File: src/rtl/line_burst_adapter.sv
// Line-to-burst adapter: turns one LINE_W-bit cache line read/write into a
// sequence of BURST_W-bit memory beats and returns a single completion pulse.
module line_burst_adapter #(
    parameter int LINE_W  = 256,
    parameter int BURST_W = 64
) (
    input  logic               clk,
    input  logic               rst,
    input  logic [LINE_W-1:0]  line_i,
    output logic [LINE_W-1:0]  line_o,
    input  logic [31:0]        address_i,
    input  logic               read_i,
    input  logic               write_i,
    output logic               resp_o,
    input  logic [BURST_W-1:0] burst_i,
    output logic [BURST_W-1:0] burst_o,
    output logic [31:0]        address_o,
    output logic               read_o,
    output logic               write_o,
    input  logic               resp_i
);

    localparam int BEATS = LINE_W / BURST_W;
    localparam int CNT_W = (BEATS > 1) ? $clog2(BEATS) : 1;
    localparam int OFF_W = $clog2(LINE_W / 8);
    localparam logic [CNT_W-1:0] LAST_BEAT = CNT_W'(BEATS - 1);
    localparam logic [CNT_W-1:0] CNT_ONE   = CNT_W'(1);

    if ((LINE_W % BURST_W) != 0) begin : g_bad_width
        $error("LINE_W must be an exact multiple of BURST_W");
    end

    typedef enum logic [1:0] {
        IDLE     = 2'd0,
        RD_BURST = 2'd1,
        WR_BURST = 2'd2,
        DONE     = 2'd3
    } state_t;

    state_t           r_state;
    logic [CNT_W-1:0] r_count;
    logic [LINE_W-1:0] r_line;

    // Byte offset within a line never reaches memory; fold it away on purpose.
    logic w_unused_offset;
    assign w_unused_offset = ^address_i[OFF_W-1:0];

    function automatic logic [BURST_W-1:0] beat_of(input logic [LINE_W-1:0] line,
                                                    input logic [CNT_W-1:0]  idx);
        beat_of = line[BURST_W*int'(idx) +: BURST_W];
    endfunction

    // Transaction FSM; every output is a register updated here.
    always_ff @(posedge clk or posedge rst) begin
        if (rst) begin
            r_state   <= IDLE;
            r_count   <= {CNT_W{1'b0}};
            r_line    <= {LINE_W{1'b0}};
            line_o    <= {LINE_W{1'b0}};
            burst_o   <= {BURST_W{1'b0}};
            address_o <= 32'h0000_0000;
            read_o    <= 1'b0;
            write_o   <= 1'b0;
            resp_o    <= 1'b0;
        end else begin
            case (r_state)
                IDLE: begin
                    resp_o <= 1'b0;
                    if (write_i) begin
                        r_line    <= line_i;
                        address_o <= {address_i[31:OFF_W], {OFF_W{1'b0}}};
                        r_count   <= {CNT_W{1'b0}};
                        burst_o   <= line_i[BURST_W-1:0];
                        write_o   <= 1'b1;
                        r_state   <= WR_BURST;
                    end else if (read_i) begin
                        address_o <= {address_i[31:OFF_W], {OFF_W{1'b0}}};
                        r_count   <= {CNT_W{1'b0}};
                        read_o    <= 1'b1;
                        r_state   <= RD_BURST;
                    end else begin
                        r_state   <= IDLE;
                    end
                end
                RD_BURST: begin
                    if (resp_i) begin
                        line_o[BURST_W*int'(r_count) +: BURST_W] <= burst_i;
                        if (r_count == LAST_BEAT) begin
                            r_count <= {CNT_W{1'b0}};
                            read_o  <= 1'b0;
                            resp_o  <= 1'b1;
                            r_state <= DONE;
                        end else begin
                            r_count <= r_count + CNT_ONE;
                        end
                    end
                end
                WR_BURST: begin
                    if (resp_i) begin
                        if (r_count == LAST_BEAT) begin
                            r_count <= {CNT_W{1'b0}};
                            write_o <= 1'b0;
                            burst_o <= {BURST_W{1'b0}};
                            resp_o  <= 1'b1;
                            r_state <= DONE;
                        end else begin
                            // Present the next beat as soon as the current one is taken.
                            r_count <= r_count + CNT_ONE;
                            burst_o <= beat_of(r_line, r_count + CNT_ONE);
                        end
                    end
                end
                DONE: begin
                    resp_o  <= 1'b0;
                    r_state <= IDLE;
                end
                default: begin
                    r_count <= {CNT_W{1'b0}};
                    read_o  <= 1'b0;
                    write_o <= 1'b0;
                    resp_o  <= 1'b0;
                    r_state <= IDLE;
                end
            endcase
        end
    end

endmodule

File: config.mk
export PLATFORM = sky130hd
export DESIGN_NAME = line_burst_adapter
export DESIGN_NICKNAME = d
export VERILOG_FILES = /design/src/rtl/line_burst_adapter.sv
export SDC_FILE = /design/constraint.sdc
export NUM_CORES = 1
export LEC_CHECK = 0
export BUFFER_PORTS_ARGS = -buffer_cell sky130_fd_sc_hd__buf_2
export CAP_MARGIN = 5
export CELL_PAD_IN_SITES_DETAIL_PLACEMENT = 0
export CELL_PAD_IN_SITES_GLOBAL_PLACEMENT = 1
export CORE_AREA = 2 2 275 277
export DETAILED_ROUTE_END_ITERATION = 8
export DIE_AREA = 0 0 277 279
export PLACE_DENSITY = 0.71
export SKIP_LAST_GASP = 1
export SYNTH_ARGS = -nofsm -noshare
export SYNTH_HDL_FRONTEND = slang
export SYNTH_SLANG_ARGS = --single-unit
export TNS_END_PERCENT = 50
File: constraint.sdc
create_clock -name clk -period 30.7 [get_ports clk]
set_clock_uncertainty 0.05 [all_clocks]
set_input_delay 6.14 -clock clk [delete_from_list [all_inputs] [get_ports clk]]
set_output_delay 6.14 -clock clk [all_outputs]
set_load 0.02 [all_outputs]
# == Word level (Yosys, flattened, before mapping) ==
# Index checks and enable logic that the tools add are counted.
# op_classes
eq_ne,14
div,0
add_sub_neg,2
reduce_logical,15
muxes,27
n_bitwise,0
shift,3
n_mul,0
n_lt_le_gt_ge,0
# op_table
operator,n
$bwmux W256,1
$shift A64 B33 Y256 const A,1
$shiftx A256 B9 Y64,1
$shiftx A64 B33 Y256,1
$mux W64,3
$pmux W64 S2,1
$mux W32,2
$neg A8 Y33,1
$mux W2,7
$ne A2 B2 Y1 const B,7
$mux W1,8
$reduce_and A2 Y1,4
$reduce_bool A2 Y1,4
$eq A2 B2 Y1 const B,3
$pmux W1 S2,3
$pmux W2 S3,1
$reduce_and A3 Y1,2
$reduce_and A5 Y1,1
$ne A2 B1 Y1 const B,2
$pmux W2 S2,1
$reduce_and A4 Y1,1
$reduce_or A2 Y1,2
$ne A3 B3 Y1 const B,1
$add A2 B1 Y2 const B,1
other kinds (2),2
# word_totals
output_inout_bits,355
inputBits,357
latchBits,0
romBits,0
n_memories,0
regBits,615
word_cells,70
ram_bits,0

# == Longest topological paths before layout ==
# depth
word_depth,5
mapped_depth,11
ltp_nobuf,5

# == Least setup slack after synthesis ==
# OpenSTA, ideal clock, no wires.
# synth_timing
path_type,input port to flip-flop
start,input port write_i
end,register burst_o[0]
t_required_ns,30.524
cell_stages,5
setup_ns,0.126
t_arrival_ns,7.207
slack_ns,23.317
n_path_buf,2
path_cell_list,clkbuf_2 nand2b_1 o211ai_1 clkbuf_1 a221o_1
# synth_via
elab_chain_len,2
# synth_rtl
item,line,rtl
from (decl),13,"input logic write_i,"
$ne A2 B2 Y1 (no line),--,
$reduce_and A3 Y1 (no line),--,
to (signal assigned),60,burst_o <= {BURST_W{1'b0}};
to (signal assigned),73,burst_o <= line_i[BURST_W-1:0];
to (signal assigned),103,burst_o <= {BURST_W{1'b0}};
to (decl),16,"output logic [BURST_W-1:0] burst_o,"
# No other way between the ends.
# A chain may end at the register's enable or synchronous reset.

# == Final worst setup path ==
# layout_timing
start,input port write_i
end,register r_line[188]
# layout_via
elab_chain_len,1
# layout_rtl
item,line,rtl
$reduce_and A2 Y1 (no line),--,
to (signal assigned),58,r_line <= {LINE_W{1'b0}};
to (signal assigned),70,r_line <= line_i;
to (decl),42,logic [LINE_W-1:0] r_line;
# No other way between the ends.

==> results.yml <==
outcome:
  outcome: "complete, no violations"
worst_setup_path:
  arrival_ns: 9.18
  worstPathCellList: "buf_2, buf_4, nand2_4, buf_4, buf_4, mux2_2"
  path_class: "input pin to register"
  critical_path_required_ns: 31.14
  slowest_stage: "buf_4"
  r2r_cells: 6
  slowest_delay_ns: 0.75
  crit_top_cell: "buf_4"
  crit_fanout: 64
  critPathLaunchType: "input pin"
  crit_path_end_kind: "register"
synth:
  syn-mean-instance-area_um2: 15.9
  synth_edf_count: 0
  ys_async_sr_fraction: 1.00
  synth_top_area_cell: "dfrtp_1"
  yosys.area.top_type_share: 0.627
  ys_types: 39
  ys_seq_elements: 610
  ys.flop_type: "dfrtp_1"
  syn_area_mm2: 0.0244
  synthTopCellsByArea: "dfrtp_1 (63%), mux2_2 (13%), a22o_1 (9.2%), mux4_2 (5.9%), a221o_1 (2.6%)"
  syn_inst: 1535
  yosysSeqAreaShare: 0.627
  yosys_warnings: 0
floorplanning:
  fp.dieW_um: 277
  io_pins: 712
  start_util: 0.329
  rows: 100
  dieArea_mm2: 0.0773
  die_h_um: 279
  core_area_mm2: 0.0741
drt:
  routedWlPerCell_um: 24.4
  drc: 0
  vias: 17034
  ant_nets: 0
  drt_iter0_drc: 966
  vias_per_cell: 5.25
  firstDrtPassIters: 5
  drt-total-wl_um: 79300
layout:
  nets: 2576
  layout-drive-gt1-share: 0.532
  area_growth_syn_to_layout_pct: 27.9
clocking:
  worstSkewPairLatency_ns: 0.61
  holdBufCountCts: 0
  cts-root-buf: "clkbuf_16"
  cts.path.max_buffers: 3
  cts.sinks: 610
  cts_setup_buffers: 0
  cts.repair.resized: 0
  path_clk_slew_ns: 0.06
  cts_tree: "built"
  htree_num_levels: 3
  cts_buffers: 71
run:
  cap_viol_max_count: 0
placement:
  dpl_worst_slack_ns: 21.26
  port_buffers: 701
  dp_hpwl_um: 52600
  globalplace.congestion: 0.875
global_route:
  overflow: 0
  grt_pass1_wl_um: 118000
  grt_pass1_vias: 18110
  grt.total_usage: 0.200
  grt_antenna_before_repair: 30
  grt_max_degree: 133
sta:
  fmax_mhz: 114
  relSlewSlack: 0.221
  tightest_slew_ns: 1.17
  min_period_ns: 8.74
  setup_tns_ns: 0
  fin_crit_sh: 0.285
  post-route-worst-setup-slack_ns: 21.96
  finalSetupViolCount: 0
  final_hold_viol_count: 0
  slew_violations: 0
  rsz0062_at_grt: "no"
min_path:
  holdPathStages: 1
  holdCritPathClass: "register to register"
power:
  irDropWorstVdd_uv: 56.6
  p_leak_nw: 15.4
  cellPowerDensity_mw_per_mm2: 110
-- cells by family (layout without fill, tap and decap cells) --
family / Yosys count / count (layout) / synth area share
AND/OR/NAND/NOR: 92 / 92 / 0.0267
AO/OA/AOI/OAI: 332 / 332 / 0.122
multiplexers: 351 / 351 / 0.192
adder cells (fa/ha/maj): 10 / 10 / 0.00514
flip-flops: 610 / 610 / 0.627
buffers and inverters: 139 / 863 / 0.0277
other: 1 / 16 / 0.000154
-- synth_stat cells (2+ instances only) --
master	count
buf_1	4
and4b_1	17
dfrtp_1	610
inv_1	7
mux2i_1	3
clkbuf_1	50
buf_2	62
a22o_1	257
a21oi_1	4
nor3_1	2
nand2_1	4
nor2_1	4
buf_4	11
nor2b_1	2
mux2_2	284
and2_1	47
buf_6	3
mux4_2	64
nand2b_1	4
a221o_1	64
ha_1	10
nand3_1	5
-- report_power, final --
group	total, W	internal, W	switching [W]
clock	0.000853	0.000500	0.000353
sequential	0.00132	0.00113	0.000186
combinational	0.00124	0.000600	0.000645
-- critical path: cells and delay by family --
| kind | cells | cell delay, ns |
|---|---|---|
| buffers and inverters | 4 | 1.79 |
| and+or+nand+nor | 1 | 0.73 |
| muxes | 1 | 0.42 |
-- final cells by class --
class / instances / area, µm²
Antenna cell: 11 / 27.5
Clock inverter: 21 / 244
Sequential cell: 610 / 15300
Tap cell: 969 / 1210
Fill cell: 6893 / 42900
Clock buffer: 106 / 2120
Inverter: 7 / 33.8
Timing Repair Buffer: 729 / 3720
Multi-Input combinational cell: 790 / 8540
-- layout by cell type (no fill, tap or decap), drive strengths merged, types with 2 or more instances in the layout --
cell,Yosys,final
nor2b,2,2
conb,1,5
nor4,2,2
a21oi,4,4
ha,10,10
mux4,64,64
nand2b,4,4
bufinv,0,2
clkinvlp,0,5
a22o,257,257
nand3,5,5
a221o,64,64
and2,47,47
inv,7,11
and4b,17,17
mux2i,3,3
mux2,284,284
clkbuf,51,106
nor3,3,3
buf,81,729
nand2,4,4
diode,0,11
nor2,4,4
dfrtp,610,610
clkinv,0,10
nor4b,2,2
-- stage by stage --
step | util | total power [W] | hold slack (ns) | area, µm² | cells
floorplan | - | 0.00217 | 0.424 | 24400 | 1539
global route | 0.421 | 0.00360 | 0.462 | 31200 | 3239
finish | 0.421 | 0.00342 | 0.441 | 31200 | 3243
CTS | 0.420 | 0.00346 | 0.450 | 31100 | 3232
detailed placement | 0.388 | 0.00259 | 0.435 | 28800 | 3105
global placement | 0.388 | 0.00255 | 0.418 | 28800 | 3105
-- final timing paths --
| kind | end | slack [ns] | from |
|---|---|---|---|
| setup / recovery | r_line[188] | 21.96 | write_i |
| hold / removal | write_o | 0.44 | write_o |
| setup reg to reg | line_o[165] | 26.79 | r_count[0] |
| hold reg to reg | write_o | 0.44 | write_o |
| max in group asynchronous | burst_o[18] | 22.45 | rst |
| min in group asynchronous | line_o[95] | 5.71 | rst |
-- layer usage --
layer  share of wire  wire, µm  global-route usage  vias to the layer above
met3           0.084      6650              0.0654                      181
met2            0.49     38600               0.333                      737
met5          0.0029       232                   0                        -
met4           0.030      2400              0.0691                       36
met1            0.40     31400               0.245                     8854
li1                -         -                   -                     7226
-- state kept, by name (all words and copies together) (netlist names) --
| register | flops |
|---|---|
| line_o | 256 |
| r_line | 256 |
| burst_o | 64 |
| address_o | 27 |
| r_count | 2 |
| r_state | 2 |
| read_o | 1 |
| resp_o | 1 |
| write_o | 1 |
Power figures use the tool's default switching activity.
